**config.mk**
```make
export PLATFORM = sky130hd
export DESIGN_NAME = alu_result_stage_flat
export DESIGN_NICKNAME = d
export VERILOG_FILES = /design/src/rtl/alu_result_if.sv /design/src/rtl/alu_result_stage.sv /design/src/flat_wrapper.sv
export SDC_FILE = /design/constraint.sdc
export NUM_CORES = 1
export LEC_CHECK = 0
export ABC_AREA = 1
export BUFFER_PORTS_ARGS = -buffer_cell sky130_fd_sc_hd__buf_2
export CAP_MARGIN = 20
export CORE_ASPECT_RATIO = 1.2
export CORE_MARGIN = 2
export CORE_UTILIZATION = 40
export CTS_BUF_LIST = sky130_fd_sc_hd__clkbuf_4 sky130_fd_sc_hd__clkbuf_8
export CTS_CLUSTER_SIZE = 10
export DETAILED_ROUTE_END_ITERATION = 8
export PLACE_DENSITY_LB_ADDON = 0.25
export REMOVE_ABC_BUFFERS = 1
export SLEW_MARGIN = 20
export SYNTH_ARGS = -nofsm -noshare
export SYNTH_HDL_FRONTEND = slang
export SYNTH_SLANG_ARGS = --single-unit
```
**constraint.sdc**
```tcl
create_clock -name clk -period 1.67 [get_ports clk]
set_clock_uncertainty 0.05 [all_clocks]
set_input_delay 0.167 -clock clk [delete_from_list [all_inputs] [get_ports clk]]
set_output_delay 0.167 -clock clk [all_outputs]
set_load 0.02 [all_outputs]
```
**src/rtl/alu_result_if.sv**
```systemverilog
// Handshake bundle between the ALU, the result stage and writeback.
// The slave side is the result stage; the master side is its environment
// (ALU driving the input half, writeback driving out_ready).
interface alu_result_if #(
    parameter int DATA_W = 32,
    parameter int RD_W   = 5
);
    logic              in_valid;
    logic              in_ready;
    logic [DATA_W-1:0] in_result;
    logic              in_overflow;
    logic              in_negative;
    logic              in_zero;
    logic [RD_W-1:0]   in_rd;

    logic              out_valid;
    logic              out_ready;
    logic [DATA_W-1:0] out_result;
    logic [RD_W-1:0]   out_rd;
    logic [2:0]        out_flags;

    modport master (
        output in_valid, in_result, in_overflow, in_negative, in_zero, in_rd, out_ready,
        input  in_ready, out_valid, out_result, out_rd, out_flags
    );

    modport slave (
        input  in_valid, in_result, in_overflow, in_negative, in_zero, in_rd, out_ready,
        output in_ready, out_valid, out_result, out_rd, out_flags
    );
endinterface

```
**src/rtl/alu_result_stage.sv**
```systemverilog
// Execute/writeback stage behind the 32-bit ALU: a 2-entry in-order skid
// FIFO holding {result, rd, V, N, Z}, plus committed-flags, sticky overflow
// and a saturating overflow event counter updated as entries retire.
module alu_result_stage #(
    parameter int DATA_W = 32,
    parameter int RD_W   = 5,
    parameter int CNT_W  = 8
) (
    input  logic             clk,
    input  logic             rst_n,
    alu_result_if.slave      bus,
    input  logic             flush,
    input  logic             clear_status,
    output logic [2:0]       commit_flags,
    output logic             sticky_ovf,
    output logic [CNT_W-1:0] ovf_count
);
    typedef struct packed {
        logic [DATA_W-1:0] result;
        logic [RD_W-1:0]   rd;
        logic [2:0]        flags;   // {V,N,Z}
    } entry_t;

    localparam logic [CNT_W-1:0] CNT_MAX = '1;
    localparam logic [CNT_W-1:0] CNT_ONE = CNT_W'(1);

    entry_t           mem [2];
    entry_t           head;
    logic             wr_ptr;
    logic             rd_ptr;
    logic [1:0]       count;
    logic             push;
    logic             pop;
    logic [CNT_W-1:0] ovf_base;

    // NOTE: handshake outputs come only from the registered count, so
    // in_ready never forms a combinational path from out_ready.
    assign bus.in_ready  = (count != 2'd2);
    assign bus.out_valid = (count != 2'd0);

    assign push = bus.in_valid  & bus.in_ready  & ~flush;
    assign pop  = bus.out_valid & bus.out_ready & ~flush;

    assign head           = mem[rd_ptr];
    assign bus.out_result = head.result;
    assign bus.out_rd     = head.rd;
    assign bus.out_flags  = head.flags;

    // Counter value the pop increments from: clear_status applies first.
    always_comb begin
        ovf_base = clear_status ? '0 : ovf_count;
    end

    // Entry storage: write the incoming ALU result at the write pointer.
    always_ff @(posedge clk or negedge rst_n) begin
        if (!rst_n) begin
            // NOTE: storage is reset (only two entries) so out_* read zero
            // straight out of reset instead of X.
            mem[0] <= '0;
            mem[1] <= '0;
        end else if (push) begin
            mem[wr_ptr] <= '{result: bus.in_result, rd: bus.in_rd,
                             flags: {bus.in_overflow, bus.in_negative, bus.in_zero}};
        end
    end

    // Pointers and occupancy; flush empties the FIFO and ignores push/pop.
    always_ff @(posedge clk or negedge rst_n) begin
        if (!rst_n) begin
            wr_ptr <= 1'b0;
            rd_ptr <= 1'b0;
            count  <= 2'd0;
        end else if (flush) begin
            wr_ptr <= 1'b0;
            rd_ptr <= 1'b0;
            count  <= 2'd0;
        end else begin
            if (push) wr_ptr <= ~wr_ptr;
            if (pop)  rd_ptr <= ~rd_ptr;
            case ({push, pop})
                2'b10:   count <= count + 2'd1;
                2'b01:   count <= count - 2'd1;
                default: count <= count;
            endcase
        end
    end

    // Status registers: retire-time flag capture, sticky overflow, counter.
    always_ff @(posedge clk or negedge rst_n) begin
        if (!rst_n) begin
            commit_flags <= 3'b000;
            sticky_ovf   <= 1'b0;
            ovf_count    <= '0;
        end else begin
            if (pop) commit_flags <= head.flags;
            if (pop && head.flags[2]) begin
                sticky_ovf <= 1'b1;
                ovf_count  <= (ovf_base == CNT_MAX) ? ovf_base : ovf_base + CNT_ONE;
            end else if (clear_status) begin
                sticky_ovf <= 1'b0;
                ovf_count  <= '0;
            end
        end
    end
endmodule

```
**src/flat_wrapper.sv**
```systemverilog
// flat-port wrapper written by rule: the top's interface ports become plain ports
module alu_result_stage_flat 
#(
    parameter int DATA_W = 32,
    parameter int RD_W   = 5,
    parameter int CNT_W  = 8
)
  (clk, rst_n, flush, clear_status, commit_flags, sticky_ovf, ovf_count, bus_in_valid, bus_in_result, bus_in_overflow, bus_in_negative, bus_in_zero, bus_in_rd, bus_out_ready, bus_in_ready, bus_out_valid, bus_out_result, bus_out_rd, bus_out_flags);
  alu_result_if #(.DATA_W(DATA_W), .RD_W(RD_W)) bus_i ();
  input  logic clk;
  input  logic rst_n;
  input  logic flush;
  input  logic clear_status;
  output logic [2:0] commit_flags;
  output logic sticky_ovf;
  output logic [CNT_W-1:0] ovf_count;
  input wire logic [$bits(bus_i.in_valid)-1:0] bus_in_valid;
  input wire logic [$bits(bus_i.in_result)-1:0] bus_in_result;
  input wire logic [$bits(bus_i.in_overflow)-1:0] bus_in_overflow;
  input wire logic [$bits(bus_i.in_negative)-1:0] bus_in_negative;
  input wire logic [$bits(bus_i.in_zero)-1:0] bus_in_zero;
  input wire logic [$bits(bus_i.in_rd)-1:0] bus_in_rd;
  input wire logic [$bits(bus_i.out_ready)-1:0] bus_out_ready;
  output wire logic [$bits(bus_i.in_ready)-1:0] bus_in_ready;
  output wire logic [$bits(bus_i.out_valid)-1:0] bus_out_valid;
  output wire logic [$bits(bus_i.out_result)-1:0] bus_out_result;
  output wire logic [$bits(bus_i.out_rd)-1:0] bus_out_rd;
  output wire logic [$bits(bus_i.out_flags)-1:0] bus_out_flags;
  assign bus_i.in_valid = bus_in_valid;
  assign bus_i.in_result = bus_in_result;
  assign bus_i.in_overflow = bus_in_overflow;
  assign bus_i.in_negative = bus_in_negative;
  assign bus_i.in_zero = bus_in_zero;
  assign bus_i.in_rd = bus_in_rd;
  assign bus_i.out_ready = bus_out_ready;
  assign bus_in_ready = bus_i.in_ready;
  assign bus_out_valid = bus_i.out_valid;
  assign bus_out_result = bus_i.out_result;
  assign bus_out_rd = bus_i.out_rd;
  assign bus_out_flags = bus_i.out_flags;
  alu_result_stage #(.DATA_W(DATA_W), .RD_W(RD_W), .CNT_W(CNT_W)) u_core (.clk(clk), .rst_n(rst_n), .bus(bus_i), .flush(flush), .clear_status(clear_status), .commit_flags(commit_flags), .sticky_ovf(sticky_ovf), .ovf_count(ovf_count));
endmodule
```
## After elaboration in Yosys (flattened, before gate mapping)

Cells that the tools add are included.
Widths: inputs -> output; s select.

| operators by class | value |
|---|---|
| add/sub/neg operators | 3 |
| shifts and indexed selects | 0 |
| eq/ne operators | 4 |
| reduce and logical (&&, ||, !) cells | 7 |
| multipliers | 0 |
| divide/modulo/power cells | 0 |
| bitwise operators | 9 |
| magnitude comparators | 3 |
| muxes and demuxes | 17 |

Operators with widths:

| cell | count |
|---|---|
| $mux 40 | 4 |
| $bwmux 80 | 1 |
| $demux 40 s1 | 1 |
| $mux 8 | 3 |
| $add 8x1->8 const B | 1 |
| $eq 8x8->1 const B | 1 |
| $reduce_bool 2->1 | 4 |
| $mux 1 | 6 |
| $and 1x1->1 | 4 |
| $ge 2x2->1 const B | 2 |
| $not 1->2 | 2 |
| $pmux 2 s2 | 1 |
| $not 1->1 | 3 |
| $reduce_bool 3->1 | 1 |
| $add 2x1->2 const B | 1 |
| $eq 2x1->1 const B | 1 |
| $eq 2x2->1 const B | 1 |
| $logic_and 1x1->1 | 2 |
| $lt 2x1->1 const B | 1 |
| $mux 2 | 1 |
| $ne 2x2->1 const B | 1 |
| $sub 2x1->2 const B | 1 |

| word-level totals | value |
|---|---|
| bits in read-only memories | 0 |
| logic and storage cells | 55 |
| memories | 0 |
| input port bits | 46 |
| flip-flop bits (word level) | 96 |
| memory bits (writable) | 0 |
| output and inout port bits | 54 |
| latch bits | 0 |

## Depth between registers and ports, before layout

| logic depth | value |
|---|---|
| depth after elaboration | 6 |
| depth in mapped cells | 9 |
| depth with buffers taken out | 9 |

## Worst setup path before layout

No wires, ideal clock.

| timing | value |
|---|---|
| path type | register -> register |
| start | reg u_core.ovf_count[1] |
| end | reg u_core.ovf_count[7] |
| data arrival time | 1.146 ns |
| required time | 1.495 ns |
| cell stages (with the launch flop) | 8 |
| library setup time | 0.125 ns |
| clock period less this slack | 1.321 ns |
| path buffers | 0 |
| setup slack | 0.349 ns |
| cell sequence | dfrtp_1 -> inv_1 -> nor2_1 -> nand2_1 -> nor2_1 -> nand3_1 -> nand2_1 -> nand3_1 |

| between the ends | value |
|---|---|
| word-level cells in the longest chain between the ends | 4 |
| elaborated cells between the ends (all ways) | 5 |
| classes of those cells | add/sub: 1; eq/ne: 1; mux: 3 |

Ends and longest elaborated chain:

| what | RTL line | RTL |
|---|---|---|
| from (decl) | alu_result_stage.sv:16 | `output logic [CNT_W-1:0] ovf_count` |
| from (signal assigned) | alu_result_stage.sv:98 | `ovf_count <= (ovf_base == CNT_MAX) ? ovf_base : ovf_base + CNT_ONE;` |
| $mux 8 * | alu_result_stage.sv:51 | `ovf_base = clear_status ? '0 : ovf_count;` |
| $add 8x1->8 / $eq 8x8->1 (equally long branches) | alu_result_stage.sv:98 |  |
| $mux 8 * | alu_result_stage.sv:98 |  |
| $mux 8 * | alu_result_stage.sv:96 | `if (pop && head.flags[2]) begin` |

Mark *: on every way between the ends. The rest lies on a longest branch, timed or not.
A chain may end at the register's enable or synchronous reset.

## Final worst setup path

| timing | value |
|---|---|
| start | reg u_core.rd_ptr |
| end | out bus_out_result[27] |

| between the ends | value |
|---|---|
| word-level cells in the longest chain between the ends | 4 |

Ends and longest elaborated chain:

| what | RTL line | RTL |
|---|---|---|
| from (decl) | alu_result_stage.sv:30 | `logic rd_ptr;` |
| from (signal assigned) | alu_result_stage.sv:79 | `if (pop) rd_ptr <= ~rd_ptr;` |
| $not 1->2 (not written as such) | alu_result_stage.sv:44 | `assign head = mem[rd_ptr];` |
| $mux 40 (not written as such) (3 in a row) | alu_result_stage.sv:44 |  |
| to (decl) | flat_wrapper.sv:26 | `output wire logic [$bits(bus_i.out_result)-1:0] bus_out_result;` |

Every way passes these cells. The select of a mux whose other input is x is not followed.

==> results.yml <==
setup_path:
  crit_arrival_ps: 1400
  crit_chain: "buf_12 -> buf_12 -> nand2_1 -> nand2_1 -> buf_6"
  cp.required_ps: 1450
  cp-end-kind: "output port"
  critPathMaxStageDelay_ps: 460
  critPathKind: "flip-flop to output port"
  cp_slowest_cell: "dfrtp_2"
  start_kind: "flip-flop"
  cp_max_fo: 13
die:
  start_util_pct: 40.8
  io_pins: 100
  die_w_um: 106
  die_y_um: 126
  core_area_um2: 12100
  row_count: 44
  die-area_um2: 13300
sta:
  tightestPinTransition_ps: 362
  finalSetupTns_ps: 0
  finalSetupViolations: 0
  fmax_ghz: 0.619
  relSlewSlack_pct: 75.8
  period_share_pct: 96.7
  slew_viol_final: 0
  rsz0062_at_grt: "true"
  post-route-min-period_ps: 1620
  hold_violations: 0
detailed_routing:
  dr.pass1.iters: 4
  detail_route.vias_per_cell: 4.61
  first_iter_violations: 203
  wl_per_cell_um: 13.2
  ant_nets: 0
  vias: 3857
  drc: 0
  wirelength_mm: 11.0
grt:
  gr-usage-all-layers_pct: 16.7
  antenna_found_initial: 2
  grt_max_degree: 43
  met3_usage_pct: 5.28
  grt_use_met1_pct: 21.7
  met2_usage_pct: 26.9
  grt_pass1_vias: 3756
  grt.busiest_layer: "met2"
  grt_overflow_total: 0
  grt_pass1_wl_mm: 17.8
synth:
  seq_area_frac_synth_pct: 48.6
  synth.ff_latch_count: 96
  async_reset_ff_share_pct: 100
  synth.most_common_cell: "nand2_1"
  syn_inst: 559
  synth_top_area_cell: "dfrtp_1"
  synth_cell_types: 24
  synth.area.top_cells: "dfrtp_1 (49%), nand2_1 (14%), o21ai_2 (13%)"
  synth.top_cell.area_share_pct: 48.6
  synth.avg_cell_area_um2: 8.85
  synth.cell_area_um2: 4950
  ys_warn_count: 0
  ys_top_cells_by_count: "nand2_1 (178), dfrtp_1 (96), o21ai_2 (72)"
  synth_edf_count: 0
  synthFlopType: "dfrtp_1"
power_and_ir_drop:
  ir_drop_uv: 749
  powerDensity_nw_per_um2: 1670
  p_leak_uw: 0.00326
  p_total_uw: 10200
clock_network:
  clockBufferDepth: 2
  cts_tree: "yes"
  cts_inserted_buffers: 9
  clock_sinks: 96
  cts_root_buf: "clkbuf_8"
  clkTransAtPathRegs_ps: 90
  clk_latency_ps: 370
  h-tree-depth: 3
hold_path:
  min_path_type: "primary input to flip-flop"
outcome:
  status: "finished, final reports clean"
finish:
  regArea_um2: 2400
  multi_input_area_um2: 2090
  area_delta_synth_final_pct: 23.0
  post_route_cells_drive_above_1_share_pct: 44.3
  fillers: 1147
  fin_nets: 714
place:
  gp_congestion: 0.783
  io_buffers: 99
  dp_hpwl_mm: 7.31
flow_run:
  drv_cap: 0
## power breakdown
group | leakage (uW) | total (uW) | switching (uW) | internal [uW]
clock | 0.0000988 | 1480 | 813 | 665
combinational | 0.00195 | 4740 | 2730 | 2010
sequential | 0.00121 | 3940 | 667 | 3280
## logic make-up after synthesis
kind of cell,count (synthesis),synth area share (%)
flip-flops,96,48.6
AND/OR/NAND/NOR,285,27.4
buffers and inverters,91,9.71
AO/OA/AOI/OAI,86,14.2
XOR/XNOR,1,0.177
## through the flow
stage | utilization, % | worst slack (ps) | area, um2 | hold WS, ps | std cells
after CTS | 48.3 | -35.8 | 5850 | 0.610 | 825
after global placement | 46.2 | 247 | 5600 | 50.8 | 806
after global routing | 50.2 | -17.4 | 6080 | 6.92 | 834
after detailed placement | 46.2 | 192 | 5600 | 54.5 | 806
after floorplan | - | -529 | 4710 | -179 | 533
final | 50.2 | 54.6 | 6080 | 16.2 | 836
## final timing paths
check	end	slack, ps	start	cells after the start
min in group asynchronous	u_core.ovf_count[3]	200	rst_n	2
max in group asynchronous	u_core.rd_ptr	830	rst_n	3
hold / removal	u_core.mem[49]	20	bus_in_result[1]	3
setup reg to reg	u_core.mem[26]	180	u_core.count[0]	8
hold reg to reg	u_core.commit_flags[2]	430	u_core.commit_flags[2]	2
setup / recovery	bus_out_result[27]	50	u_core.rd_ptr	5
## final cells by class
cell class                 instances  share of cell area, %
multi-input combinational        372                   34.3
inverter                          65                   4.18
antenna                            2                 0.0823
timing repair buffer             124                   15.4
clock inverter                     4                  0.432
sequential                        96                   39.5
clock buffer                      12                   2.72
tap                              161                   3.31
## layer usage
layer  up-vias  share of wire, %  routed length, um
li1       1954                 -                  -
met4         0               1.1                126
met1      1784                45               4960
met3        13               6.5                712
met2       106                47               5220
met5         -                 0                  0
## worst max-delay path: cells and delay by family, from the launching register on
kind,cells,cell delay [ps]
buf+inv,3,450
flops,1,460
simple gates,2,140
## layout by cell type (no fill, tap or decap), types with 2 or more instances in the layout
master	n
o21ai_0	2
dlygate4sd3_1	4
o21ai_1	11
nand3_4	3
nand2_2	78
dfrtp_1	95
inv_2	2
buf_4	11
o21ai_2	71
nor3_1	2
nand4_1	4
nand3_1	13
inv_4	2
nand2_1	171
buf_12	9
clkinv_2	2
buf_2	85
clkbuf_8	12
clkbuf_16	3
nor2_1	10
buf_6	12
inv_1	60
diode_2	2
## state kept, by name, indices dropped and copies added (netlist names)
name	flops
u_core.mem	80
u_core.ovf_count	8
u_core.commit_flags	3
u_core.count	2
u_core.rd_ptr	1
u_core.sticky_ovf	1
u_core.wr_ptr	1
## repair_timing
item                                    in CTS  in global routing
endpoints found under the setup margin      38                 31
gates cloned                                 0                  4
setup buffers                                0                  4
hold endpoints to repair                    55                  1
pin swaps                                    0                  1
resized for setup                            7                 38
hold buffers                                 3                  1
(Power assumes the default switching activity.)
